File: config.mk
export PLATFORM = sky130hd
export DESIGN_NAME = move_picker_flat
export DESIGN_NICKNAME = d
export VERILOG_FILES = /design/src/rtl/move_picker_if.sv /design/src/rtl/move_picker.sv /design/src/flat_wrapper.sv
export SDC_FILE = /design/constraint.sdc
export NUM_CORES = 1
export LEC_CHECK = 0
export CORE_MARGIN = 4
export CORE_UTILIZATION = 50
export DETAILED_ROUTE_END_ITERATION = 10
export MAX_ROUTING_LAYER = met4
export PLACE_DENSITY = 0.72
export REMOVE_ABC_BUFFERS = 1
export SETUP_SLACK_MARGIN = 0.5
export SYNTH_ARGS = -nofsm -noshare
export SYNTH_HDL_FRONTEND = slang
export SYNTH_SLANG_ARGS = --single-unit
File: constraint.sdc
create_clock -name clk -period 5 [get_ports clk]
set_input_delay 1.25 -clock clk [delete_from_list [all_inputs] [get_ports clk]]
set_output_delay 1.25 -clock clk [all_outputs]
set_load 0.01 [all_outputs]
File: src/rtl/move_picker_if.sv
// rtl/move_picker_if.sv - pick request/response bundle between move_picker and the search controller
//
// Purpose: carries one best-first pick per request from the picker back to the search.
// Signals:
//   pick_req    controller -> picker  request the next-best move
//   pick_valid  picker -> controller  one-cycle pulse, pick_index/pick_eval valid
//   pick_index  picker -> controller  selected move index, held until the next pick
//   pick_eval   picker -> controller  raw eval of the selected move
//   pick_done   picker -> controller  level, every move returned (or empty list)
//   pick_busy   picker -> controller  scan in progress
// Modports: master = search controller, slave = move_picker.

interface move_picker_if #(
   parameter int IDX_W      = 8,
   parameter int EVAL_WIDTH = 24
);
   logic                         pick_req;
   logic                         pick_valid;
   logic [IDX_W-1:0]             pick_index;
   logic signed [EVAL_WIDTH-1:0] pick_eval;
   logic                         pick_done;
   logic                         pick_busy;

   modport master (
      output pick_req,
      input  pick_valid, pick_index, pick_eval, pick_done, pick_busy
   );

   modport slave (
      input  pick_req,
      output pick_valid, pick_index, pick_eval, pick_done, pick_busy
   );
endinterface

File: src/rtl/move_picker.sv
// rtl/move_picker.sv - best-first move selector over the all_moves list
//
// Purpose: scans the finished move list once per request and returns the best
// not-yet-returned move, ordered PV first, then captures, then eval from the
// side to move's point of view; lowest index wins ties.
// Ports:
//   clk, reset        clock, synchronous active-high reset
//   am_moves_ready    list complete (sampled in IDLE)
//   am_move_count     number of moves in the list
//   white_to_move_in  side to move at the list's root
//   list_clear        discard the list, highest priority
//   am_move_index     read address into all_moves
//   eval_in, capture_in, pv_in  data of the addressed move, RD_LAT cycles after the address
//   pick              move_picker_if slave modport (request/response)

module move_picker #(
   parameter int MAX_POSITIONS_LOG2 = 8,
   parameter int EVAL_WIDTH         = 24,
   parameter int RD_LAT             = 3
) (
   input  logic                          clk,
   input  logic                          reset,
   input  logic                          am_moves_ready,
   input  logic [MAX_POSITIONS_LOG2-1:0] am_move_count,
   input  logic                          white_to_move_in,
   input  logic                          list_clear,
   output logic [MAX_POSITIONS_LOG2-1:0] am_move_index,
   input  logic signed [EVAL_WIDTH-1:0]  eval_in,
   input  logic                          capture_in,
   input  logic                          pv_in,
   move_picker_if.slave                  pick
);
   localparam int IW     = MAX_POSITIONS_LOG2;
   localparam int KW     = EVAL_WIDTH + 3;
   localparam int NMOVES = 2 ** IW;

   typedef enum logic [2:0] {
      IDLE, READY, SCAN_ISSUE, SCAN_WAIT, SCAN_CMP, EMIT
   } state_t;

   state_t                       state_q, state_d;
   logic [IW-1:0]                count_q, count_d;
   logic [IW-1:0]                i_q, i_d;
   logic [IW-1:0]                picked_q, picked_d;
   logic [IW-1:0]                best_idx_q, best_idx_d;
   logic [IW-1:0]                am_move_index_q, am_move_index_d;
   logic [IW-1:0]                pick_index_q, pick_index_d;
   logic                         wtm_q, wtm_d;
   logic                         best_valid_q, best_valid_d;
   logic                         done_q, done_d;
   logic                         pick_valid_q, pick_valid_d;
   logic [NMOVES-1:0]            used_q, used_d;
   logic [2:0]                   wait_q, wait_d;
   logic [KW-1:0]                best_key_q, best_key_d;
   logic signed [EVAL_WIDTH-1:0] best_eval_q, best_eval_d;
   logic signed [EVAL_WIDTH-1:0] pick_eval_q, pick_eval_d;
   logic signed [EVAL_WIDTH:0]   cand_s;
   logic [KW-1:0]                cand_key;

   // One extra bit keeps the negation of the most negative eval in range.
   // Flipping the sign bit of s turns the whole key into a plain unsigned compare.
   always_comb begin
      cand_s = {eval_in[EVAL_WIDTH-1], eval_in};
      if (!wtm_q) begin
         cand_s = -cand_s;
      end
      cand_key = {pv_in, capture_in, ~cand_s[EVAL_WIDTH], cand_s[EVAL_WIDTH-1:0]};
   end

   always_comb begin
      state_d         = state_q;
      count_d         = count_q;
      i_d             = i_q;
      picked_d        = picked_q;
      best_idx_d      = best_idx_q;
      am_move_index_d = am_move_index_q;
      pick_index_d    = pick_index_q;
      wtm_d           = wtm_q;
      best_valid_d    = best_valid_q;
      done_d          = done_q;
      pick_valid_d    = 1'b0;
      used_d          = used_q;
      wait_d          = wait_q;
      best_key_d      = best_key_q;
      best_eval_d     = best_eval_q;
      pick_eval_d     = pick_eval_q;

      case (state_q)
         IDLE: begin
            if (am_moves_ready) begin
               count_d  = am_move_count;
               wtm_d    = white_to_move_in;
               used_d   = '0;
               picked_d = '0;
               done_d   = (am_move_count == '0);
               state_d  = READY;
            end
         end
         READY: begin
            if (pick.pick_req && !done_q) begin
               i_d          = '0;
               best_valid_d = 1'b0;
               state_d      = SCAN_ISSUE;
            end
         end
         SCAN_ISSUE: begin
            if (i_q == count_q) begin
               // Outputs are registered here so they are valid throughout EMIT.
               pick_valid_d = 1'b1;
               pick_index_d = best_idx_q;
               pick_eval_d  = best_eval_q;
               state_d      = EMIT;
            end else if (used_q[i_q]) begin
               i_d = i_q + 1'b1;
            end else begin
               am_move_index_d = i_q;
               wait_d          = 3'(RD_LAT);
               state_d         = SCAN_WAIT;
            end
         end
         SCAN_WAIT: begin
            wait_d = wait_q - 3'd1;
            if (wait_d == 3'd0) begin
               state_d = SCAN_CMP;
            end
         end
         SCAN_CMP: begin
            // Strict greater-than keeps the earlier index on ties.
            if (!best_valid_q || (cand_key > best_key_q)) begin
               best_valid_d = 1'b1;
               best_key_d   = cand_key;
               best_idx_d   = i_q;
               best_eval_d  = eval_in;
            end
            i_d     = i_q + 1'b1;
            state_d = SCAN_ISSUE;
         end
         EMIT: begin
            used_d[best_idx_q] = 1'b1;
            picked_d           = picked_q + 1'b1;
            if (picked_d == count_q) begin
               done_d = 1'b1;
            end
            state_d = READY;
         end
         default: state_d = IDLE;
      endcase

      if (list_clear) begin
         state_d      = IDLE;
         done_d       = 1'b0;
         used_d       = '0;
         picked_d     = '0;
         pick_valid_d = 1'b0;
      end
   end

   always_ff @(posedge clk) begin
      if (reset) begin
         state_q         <= IDLE;
         count_q         <= '0;
         i_q             <= '0;
         picked_q        <= '0;
         best_idx_q      <= '0;
         am_move_index_q <= '0;
         pick_index_q    <= '0;
         wtm_q           <= 1'b0;
         best_valid_q    <= 1'b0;
         done_q          <= 1'b0;
         pick_valid_q    <= 1'b0;
         used_q          <= '0;
         wait_q          <= '0;
         best_key_q      <= '0;
         best_eval_q     <= '0;
         pick_eval_q     <= '0;
      end else begin
         state_q         <= state_d;
         count_q         <= count_d;
         i_q             <= i_d;
         picked_q        <= picked_d;
         best_idx_q      <= best_idx_d;
         am_move_index_q <= am_move_index_d;
         pick_index_q    <= pick_index_d;
         wtm_q           <= wtm_d;
         best_valid_q    <= best_valid_d;
         done_q          <= done_d;
         pick_valid_q    <= pick_valid_d;
         used_q          <= used_d;
         wait_q          <= wait_d;
         best_key_q      <= best_key_d;
         best_eval_q     <= best_eval_d;
         pick_eval_q     <= pick_eval_d;
      end
   end

   assign am_move_index   = am_move_index_q;
   assign pick.pick_valid = pick_valid_q;
   assign pick.pick_index = pick_index_q;
   assign pick.pick_eval  = pick_eval_q;
   assign pick.pick_done  = done_q;
   assign pick.pick_busy  = (state_q == SCAN_ISSUE) || (state_q == SCAN_WAIT) ||
                            (state_q == SCAN_CMP)   || (state_q == EMIT);
endmodule
File: src/flat_wrapper.sv
// flat-port wrapper written by rule: the top's interface ports become plain ports
module move_picker_flat 
#(
   parameter int MAX_POSITIONS_LOG2 = 8,
   parameter int EVAL_WIDTH         = 24,
   parameter int RD_LAT             = 3
)
  (clk, reset, am_moves_ready, am_move_count, white_to_move_in, list_clear, am_move_index, eval_in, capture_in, pv_in, pick_pick_req, pick_pick_valid, pick_pick_index, pick_pick_eval, pick_pick_done, pick_pick_busy);
  move_picker_if #(.EVAL_WIDTH(EVAL_WIDTH)) pick_i ();
  input  logic clk;
  input  logic reset;
  input  logic am_moves_ready;
  input  logic [MAX_POSITIONS_LOG2-1:0] am_move_count;
  input  logic white_to_move_in;
  input  logic list_clear;
  output logic [MAX_POSITIONS_LOG2-1:0] am_move_index;
  input  logic signed [EVAL_WIDTH-1:0] eval_in;
  input  logic capture_in;
  input  logic pv_in;
  input wire logic [$bits(pick_i.pick_req)-1:0] pick_pick_req;
  output wire logic [$bits(pick_i.pick_valid)-1:0] pick_pick_valid;
  output wire logic [$bits(pick_i.pick_index)-1:0] pick_pick_index;
  output wire logic [$bits(pick_i.pick_eval)-1:0] pick_pick_eval;
  output wire logic [$bits(pick_i.pick_done)-1:0] pick_pick_done;
  output wire logic [$bits(pick_i.pick_busy)-1:0] pick_pick_busy;
  assign pick_i.pick_req = pick_pick_req;
  assign pick_pick_valid = pick_i.pick_valid;
  assign pick_pick_index = pick_i.pick_index;
  assign pick_pick_eval = pick_i.pick_eval;
  assign pick_pick_done = pick_i.pick_done;
  assign pick_pick_busy = pick_i.pick_busy;
  move_picker #(.MAX_POSITIONS_LOG2(MAX_POSITIONS_LOG2), .EVAL_WIDTH(EVAL_WIDTH), .RD_LAT(RD_LAT)) u_core (.clk(clk), .reset(reset), .am_moves_ready(am_moves_ready), .am_move_count(am_move_count), .white_to_move_in(white_to_move_in), .list_clear(list_clear), .am_move_index(am_move_index), .eval_in(eval_in), .capture_in(capture_in), .pv_in(pv_in), .pick(pick_i));
endmodule
; Yosys cells after proc, flatten, opt, wreduce, memory -nomap -nowiden
; Cells that the tools add are included.
[totals]
wordCells = 100
regBits = 389
[classes]
n_reduce_logical = 27
n_eq_ne = 16
n_bitwise = 5
muxes = 28
addsub = 4
magnitude_cmp = 4
[ops]
columns = cell, n
row1 = one-hot mux 256 bit (2 select lines), 1
row2 = 2-to-1 mux 256 bit, 1
row3 = bitwise OR 256 bit, 1
row4 = 2-to-1 mux 8 bit, 4
row5 = > comparator 27 bit, 1
row6 = 2-to-1 mux 25 bit, 1
row7 = negation 24 -> 25 bit, 1
row8 = one-hot mux 8 bit (3 select lines), 1
row9 = "< comparator 8 x 9 -> 1 bit, second input constant", 2
row10 = 2-to-1 mux 3 bit, 6
row11 = one-hot mux 3 bit (6 select lines), 1
row12 = "adder 8 x 1 -> 8 bit, second input constant", 2
row13 = equality test 8 bit, 2
row14 = one-hot mux 8 bit (2 select lines), 1
row15 = AND reduction 3 bit, 4
row16 = "!= test 2 x 1 -> 1 bit, second input constant", 5
row17 = binary-select mux 1 bit (select 8 bit), 1
row18 = demux 1 bit (select 8 bit), 1
row19 = ">= comparator 8 x 1 -> 1 bit, second input constant", 1
row20 = logical NOT 8 bit, 1
row21 = AND reduction 2 bit, 4
row22 = AND reduction 4 bit, 2
row23 = 2-to-1 mux 1 bit, 7
row24 = "equality test 3 x 2 -> 1 bit, second input constant", 2
row25 = other kinds (16), 31

; Logic depth before layout (Yosys ltp)
; Gate-level depths: netlist (run 1).
[depth]
depth_word = 7
mapped_depth = 20
mapped_depth_nobuf = 18

; Least setup slack after synthesis (run 1)
; OpenSTA, ideal clock, no wires.
[synth_timing]
path_type = input to register
from = in eval_in[2]
to = reg u_core.best_key_q[10]
setup_time_ns = 0.078
arrival_ns = 4.659
path_slack_ns = 0.263
path_buffers = 2
path_stages = 17
t_required_ns = 4.922
path_cell_list = nor4_1 nand2_1 or3_1 nor3b_1 a31oi_1 xor2_1 ha_1 nor2b_1 o21ai_0 nand2b_1 a21oi_1 o21ai_0 a211oi_1 clkbuf_1 clkbuf_1 nor3_1 nor3_1
[synth_between]
word_cells_on_any_way = 6
[synth_lines]
columns = item, line
row1 = "start, declared", flat_wrapper.sv:17  ; input logic signed [EVAL_WIDTH-1:0] eval_in;
row2 = negation 24 -> 25 bit, move_picker.sv:65  ; cand_s = -cand_s;
row3 = 2-to-1 mux 25 bit, move_picker.sv:64  ; if (!wtm_q) begin
row4 = named net u_core.cand_key[21], move_picker.sv:58  ; logic [KW-1:0] cand_key;
row5 = > comparator 27 bit, move_picker.sv:129  ; if (!best_valid_q || (cand_key > best_key_q)) begin
row6 = logical OR 1 bit, move_picker.sv:129
row7 = AND reduction 2 bit (no line), -
row8 = "end signal, assigned", move_picker.sv:190  ; best_key_q <= best_key_d;
row9 = "end, declared", move_picker.sv:54  ; logic [KW-1:0] best_key_q, best_key_d;
; The timed path passes the listed nets, and every way through them passes these cells.
; A chain may end at the register's enable or synchronous reset.

; Worst setup path after layout (run 1)
[layout_timing]
from = in eval_in[10]
to = reg u_core.best_key_q[9]
; The elaborated chain is that of the path after synthesis.

==> reports/qor.csv, run 1 <==
metric,value,unit
Hold Path Class,register to register,
Rel. slew slack,0.143,
first-pass GRT wire length,76.8,mm
Critical Path Fanout Max,8,
full die area,38300,µm²
layout cell share with drive strength beyond 1,0.127,
reg2reg start,u_core.i_q[0],
number of diodes,0,
TritonCTS buffer count,41,
min-delay src,u_core.best_eval_q[12],
status,"complete, no violations",
Post-DP Area,19100,µm²
kind of critical path,primary input to register,
fin nets,2049,
Die Wd,196,µm
wire per inst,19.6,µm
FF/Latch Area,7770,µm²
overall power,0.00648,W
CTS tree,yes,
H-tree depth,2,
#FFs+latches synth,388,
total negative slack,0,ns
Synth Area per Inst,9.09,µm²
Slew Limit Fails,0,
Synth area leader,dfxtp_1,
ys async rst share,0,
Area contributors post-synth,"dfxtp_1 (44%), a22oi_1 (12%), nor2_1 (7.8%)",
worst slew pin tran,1.28,ns
GRT Total Usage,0.249,
Clk Tree Root Cell,clkbuf_16,
Hold Path Stages,2,
CTS clock-pin slew for the worst setup and hold paths,0.06,ns
Initial DRC Count,1312,
largest net degree at the start of global routing,137,
Hold Crit Endpoint,u_core.best_eval_q[12],
WP data required,5.47,ns
Worst setup SP type,primary input,
RSZ-0062 raised after global routing,false,
initial core utilization,0.509,
vias in the first global route,14500,
number of flops mapped to enable cells by yosys,0,
RR Endpoint,u_core.am_move_index[2],
Layout area overhead,17.4,%
total iterations of the first detailed-routing run,8,
Post-DP HPWL,29.4,mm
area of the mapped netlist,17600,µm²
Clock Latency Late Sink,0.57,ns
GRT Residual Overflow,0,
fillers,2905,
Die H,196,µm
Synth top area share,0.440,
Remaining DRCs,0,
I/O pins,83,
PortBufs,82,
vias per cell,6.13,
critical path arrival,4.87,ns
Max-Cap Viols,0,
CTS Hold Buffers Added,0,
num rows,68,
Fmax,227,MHz
Final Cycle Share,0.880,
GPL Wtd Cong,0.883,
peak supply drop,279,µV
"Seq/Total Area, Yosys",0.440,
P_leak,7.12,nW
P per Cell Area,313,nW/µm²
hold slack,0.474,ns
via count,15100,
worst-case reg-to-reg path depth,11,
Final setup viols,0,
minimum clock period,4.40,ns
ys flop type,dfxtp_1,
finished layout cell area,20700,µm²
initial antenna violation count,0,
Synthesis Warnings,0,
final core occ,0.598,
final hold vios,0,
post-route ant nets,0,
Clock Sinks,388,
Gate Count Post-Synth,1940,
flop-to-flop setup slack,0.94,ns
CTS max path bufs,3,
Routed WL,48.2,mm
Placeable Area,34600,µm²
Netlist cell types,56,
CP endpoint kind,register,
skew final,0.0167,ns
area of the multi-input gates,9190,µm²
==> through the flow <==
stage	setup WS, ns	std cells
after CTS	0.501	2459
after detailed placement	-0.524	2376
final	0.600	2464
after global routing	0.408	2464
after global placement	-0.446	2376
after floorplan	-2.39	1761
==> repair_timing <==
action | 4_1_cts | 5_1_grt
pin swaps | 12 | 18
resized for setup | 20 | 25
setup buffers | 6 | 5
endpoints found under the setup margin | 58 | 58
cloned | 2 | 0
==> cell type report <==
cell class / instances / share of cell area
Inverter: 39 / 0.00707
Timing Repair Buffer: 173 / 0.0806
Tap cell: 455 / 0.0275
Multi-Input combinational cell: 1334 / 0.444
Clock inverter: 8 / 0.00326
Clock buffer: 67 / 0.0625
Sequential cell: 388 / 0.376
==> Yosys cell counts, drive strengths merged, types with 2 or more instances <==
master    n
nor2b    17
nor3b     2
a21oi   100
ha       32
and3      5
mux2      2
nand3    62
a22oi   282
mux4     50
a211o     3
buf      31
or2       4
and2      2
a21o      5
xnor2    11
nand2    51
nand4     9
xor2     34
o21ai    56
a311oi    4
mux2i    79
o32ai     4
a21boi    2
nor3     70
nand2b   24
a211oi    7
clkbuf  148
o211ai    2
dfxtp   388
nor2    369
nor4     12
nand3b    9
inv      38
a31oi     7
o41ai     2
o21a      4
or3       5
==> flip-flops by register name, summed over array words and instances, names as in the netlist, 3 cells and up <==
name	count
u_core.am_move_index	8
u_core.best_eval_q	24
u_core.best_idx_q	8
u_core.best_key_q	26
u_core.count_q	8
u_core.i_q	8
u_core.pick.pick_eval	24
u_core.pick.pick_index	8
u_core.picked_q	8
u_core.state_q	3
u_core.used_q	256
u_core.wait_q	3
==> layer usage <==
| layer | wire (µm) | track usage | vias up |
|---|---|---|---|
| met2 | 23200 | 0.403 | 483 |
| met5 | 0 | - | - |
| li1 | - | - | 7063 |
| met4 | 1170 | 0.0690 | 0 |
| met1 | 20600 | 0.323 | 7463 |
| met3 | 3220 | 0.0457 | 100 |
==> worst max path at each step <==
stage                        start  slack, ns  cells after the start                endpoint
CTS                     eval_in[0]       0.50                     20   u_core.best_key_q[18]
finish                 eval_in[10]       0.60                     19    u_core.best_key_q[9]
detailed placement      eval_in[2]      -0.52                     18   u_core.best_key_q[23]
floorplan           am_moves_ready      -2.39                      4   u_core.pick.pick_done
global route           eval_in[10]       0.41                     19    u_core.best_key_q[9]
global placement        eval_in[2]      -0.45                     19  u_core.best_eval_q[23]
==> critical path, stage by stage <==
cell,delay [ns]
clkdlybuf4s50_1,0.47
nand2b_4,0.18
or3_4,0.38
nor3b_2,0.18
buf_4,0.16
nor2_1,0.05
xor2_1,0.17
ha_1,0.33
nand4_1,0.13
nor2_2,0.16
nand3_2,0.13
nor4_4,0.28
a211oi_2,0.12
buf_4,0.16
o21ai_4,0.08
buf_12,0.13
bufbuf_16,0.25
nor3_1,0.04
nor3_1,0.20
==> cells by family (layout without fill, tap and decap cells) <==
logic type	count (synthesis)	count (layout)	synth area share
mux	131	131	0.114
buf+inv	218	287	0.0524
xor+xnor	45	45	0.0223
fa+ha+maj	32	32	0.0227
compound gates	482	482	0.187
flops	388	388	0.440
simple gates	644	644	0.161
==> where the power goes <==
group | switching, W | internal, W | total, W
sequential | 0.00000924 | 0.00310 | 0.00311
combinational | 0.000225 | 0.000125 | 0.000350
clock | 0.00125 | 0.00178 | 0.00302
==> cells in the final DEF, fill, tap and decap left out, types with 41 or more instances in the layout <==
cell type,count
nor3_1,60
nor2_1,357
nand3_1,61
o21ai_0,52
buf_4,79
mux2i_1,79
clkbuf_16,41
a22oi_1,282
dfxtp_1,386
a21oi_1,99
nand2_1,51
clkdlybuf4s50_1,70
Power figures use the tool's default switching activity.
==> run 2, diff against run 1 <==
--- a/config.mk
+++ b/config.mk
@@ -5,6 +5,7 @@
 export SDC_FILE = /design/constraint.sdc
 export NUM_CORES = 1
 export LEC_CHECK = 0
+export CORE_ASPECT_RATIO = 1.25
 export CORE_MARGIN = 4
 export CORE_UTILIZATION = 50
 export DETAILED_ROUTE_END_ITERATION = 10
==> reports/qor.csv, run 2 (same netlist as run 1, synthesis figures left out) <==
metric,value,unit,change
Clock Latency Late Sink,0.55,ns,-0.02 ns
P per Cell Area,308,nW/µm²,-1.7%
critical path arrival,4.78,ns,-0.09 ns
M2 GR Usage,0.417,,+0.0144
Routed WL,48.8,mm,+1.3%
CP endpoint kind,register,,
layout cell share with drive strength beyond 1,0.124,,-0.00324
Slew Limit Fails,0,,unchanged
Final setup viols,0,,unchanged
first-pass GRT wire length,76.8,mm,about the same
Remaining DRCs,0,,unchanged
Rel. slew slack,0.180,,+0.0376
I/O pins,83,,unchanged
vias in the first global route,14700,,+1.6%
Clock Sinks,388,,unchanged
Post-DP HPWL,29.5,mm,+0.36%
Seq pwr share,0.488,,+0.009
Comb pwr share,0.056,,+0.002
initial core utilization,0.510,,about the same
Initial DRC Count,1703,,+30%
max reg flops,256,,unchanged
via count,15200,,+0.65%
Worst setup SP type,primary input,,
initial antenna violation count,0,,unchanged
PortBufs,82,,unchanged
total iterations of the first detailed-routing run,9,,+1
WP data required,5.39,ns,-0.08 ns
Switching Fraction,0.229,,about the same
Fmax,227,MHz,about the same
GPL Wtd Cong,0.864,,-2.2%
Top Usage Layer GRT,met2,,
Placeable Area,34600,µm²,about the same
Clk pwr share,0.456,,-0.011
number of diodes,0,,unchanged
met1 Resource Use GR,0.300,,-0.0230
final hold vios,0,,unchanged
"commonest non-fill, non-tap cell in the layout",dfxtp_1,,
Hold Path Class,register to register,,
fin nets,2043,,-0.29%
TritonCTS buffer count,39,,-4.9%
post-route ant nets,0,,unchanged
Largest regs,"u_core.used_q (256), u_core.best_key_q (26)",,
worst slew pin tran,1.22,ns,-0.0596 ns
Critical Path Fanout Max,33,,+25
FF/Latch Area,7770,µm²,unchanged
wire per inst,19.8,µm,+1.2%
CTS tree,yes,,
CTS clock-pin slew for the worst setup and hold paths,0.06,ns,about the same
largest net degree at the start of global routing,156,,+14%
finished layout cell area,20700,µm²,about the same
kind of critical path,primary input to register,,
"commonest non-fill, non-tap cells in the layout","dfxtp_1 (386), nor2_1 (357), a22oi_1 (282), a21oi_1 (95), mux2i_1 (79)",,
area of the multi-input gates,9210,µm²,+0.30%
Final Cycle Share,0.879,,about the same
RSZ-0062 raised after global routing,false,,
final core occ,0.598,,about the same
full die area,38400,µm²,about the same
overall power,0.00637,W,-1.8%
Clk Tree Root Cell,clkbuf_16,,
P_int,0.00491,W,-1.8%
largest register by flop count,u_core.used_q,,
Die H,218,µm,+11%
CTS Hold Buffers Added,0,,unchanged
CTS max path bufs,3,,unchanged
Max-Cap Viols,0,,unchanged
minimum clock period,4.40,ns,-0.00230 ns
peak supply drop,242,µV,-13%
Layout area overhead,17.3,%,about the same
skew final,0.0206,ns,+0.00382 ns
vias per cell,6.17,,+0.61%
GRT Residual Overflow,0,,unchanged
P_leak,7.12,nW,about the same
M3 GR Usage,0.0416,,-0.00406
Post-DP Area,19100,µm²,-0.14%
GRT Total Usage,0.250,,+0.00163
fillers,2895,,-0.34%
Net Switching,0.00146,W,-1.8%
total negative slack,0,ns,unchanged
status,"complete, no violations",,
Die Wd,176,µm,-10%
hold slack,0.474,ns,+0.000923 ns
num rows,76,,+12%
H-tree depth,2,,unchanged
run 2: changes by cell type in the layout (fill, tap and decap cells not counted), moves of 5 or more:
cell | before | now
clkbuf_8 | 17 | 10
dlymetal6s2s_1 | 4 | 10
buf_4 | 79 | 69
clkbuf_2 | 5 | 0
clkinv_2 | 3 | 8
run 2: worst max-delay path, stage by stage:
cell and delay, ns:
clkdlybuf4s50_1 0.48, nand2b_4 0.18, or3_4 0.39, nor3b_2 0.17
buf_4 0.15, a31oi_2 0.10, xor2_1 0.20, ha_1 0.33
nor2b_1 0.13, o21ai_1 0.11, nand2b_1 0.08, a21oi_2 0.15
o21ai_2 0.10, buf_4 0.15, buf_4 0.14, o21a_2 0.23
buf_12 0.18, a21oi_1 0.17, nor3_1 0.06
run 2: final cells by class:
| type | count | area share |
|---|---|---|
| multi-input combinational | 1334 | 0.445 |
| sequential | 388 | 0.376 |
| timing repair buffer | 169 | 0.0830 |
| clock buffer | 54 | 0.0547 |
| tap | 468 | 0.0283 |
| inverter | 39 | 0.00707 |
| clock inverter | 13 | 0.00611 |
run 2: metal layers:
layer / up-vias / part of all wire
li1: 7042 / -
met1: 7440 / 0.39
met2: 567 / 0.50
met5: - / 0
met4: 0 / 0.042
met3: 158 / 0.064
run 2: per-stage QoR:
| stage | std cells | setup slack, ns |
|---|---|---|
| 4_1_cts | 2455 | 0.503 |
| 3_3_place_gp | 2383 | -0.183 |
| 6_report | 2465 | 0.603 |
| 3_5_place_dp | 2383 | -0.248 |
| 5_1_grt | 2465 | 0.459 |
| 2_1_floorplan | 1761 | -2.39 |
run 2: final timing paths:
kind	end	slack (ns)	depth (start not counted)	start
hold reg to reg	u_core.best_eval_q[3]	0.47	2	u_core.best_eval_q[3]
hold / removal	u_core.best_eval_q[3]	0.47	2	u_core.best_eval_q[3]
setup reg to reg	u_core.i_q[5]	0.87	10	u_core.i_q[0]
setup / recovery	u_core.best_key_q[5]	0.60	19	eval_in[10]
run 2: power groups by stage:
stage | clock network (W) | logic [W] | registers, W
detailed placement | 0 | 0.000333 | 0.00318
floorplan | 0 | 0.000177 | 0.00318
global route | 0.00306 | 0.000387 | 0.00311
finish | 0.00290 | 0.000355 | 0.00311
CTS | 0.00294 | 0.000339 | 0.00311
global placement | 0 | 0.000329 | 0.00318
run 2: repair_timing:
item                                   4_1_cts  5_1_grt
pin swaps                                    3       24
setup buffers                                3        7
gates cloned                                 2        3
setup endpoints to repair                   58       58
gates resized for setup                     19       38
endpoints found under the hold margin        0        0
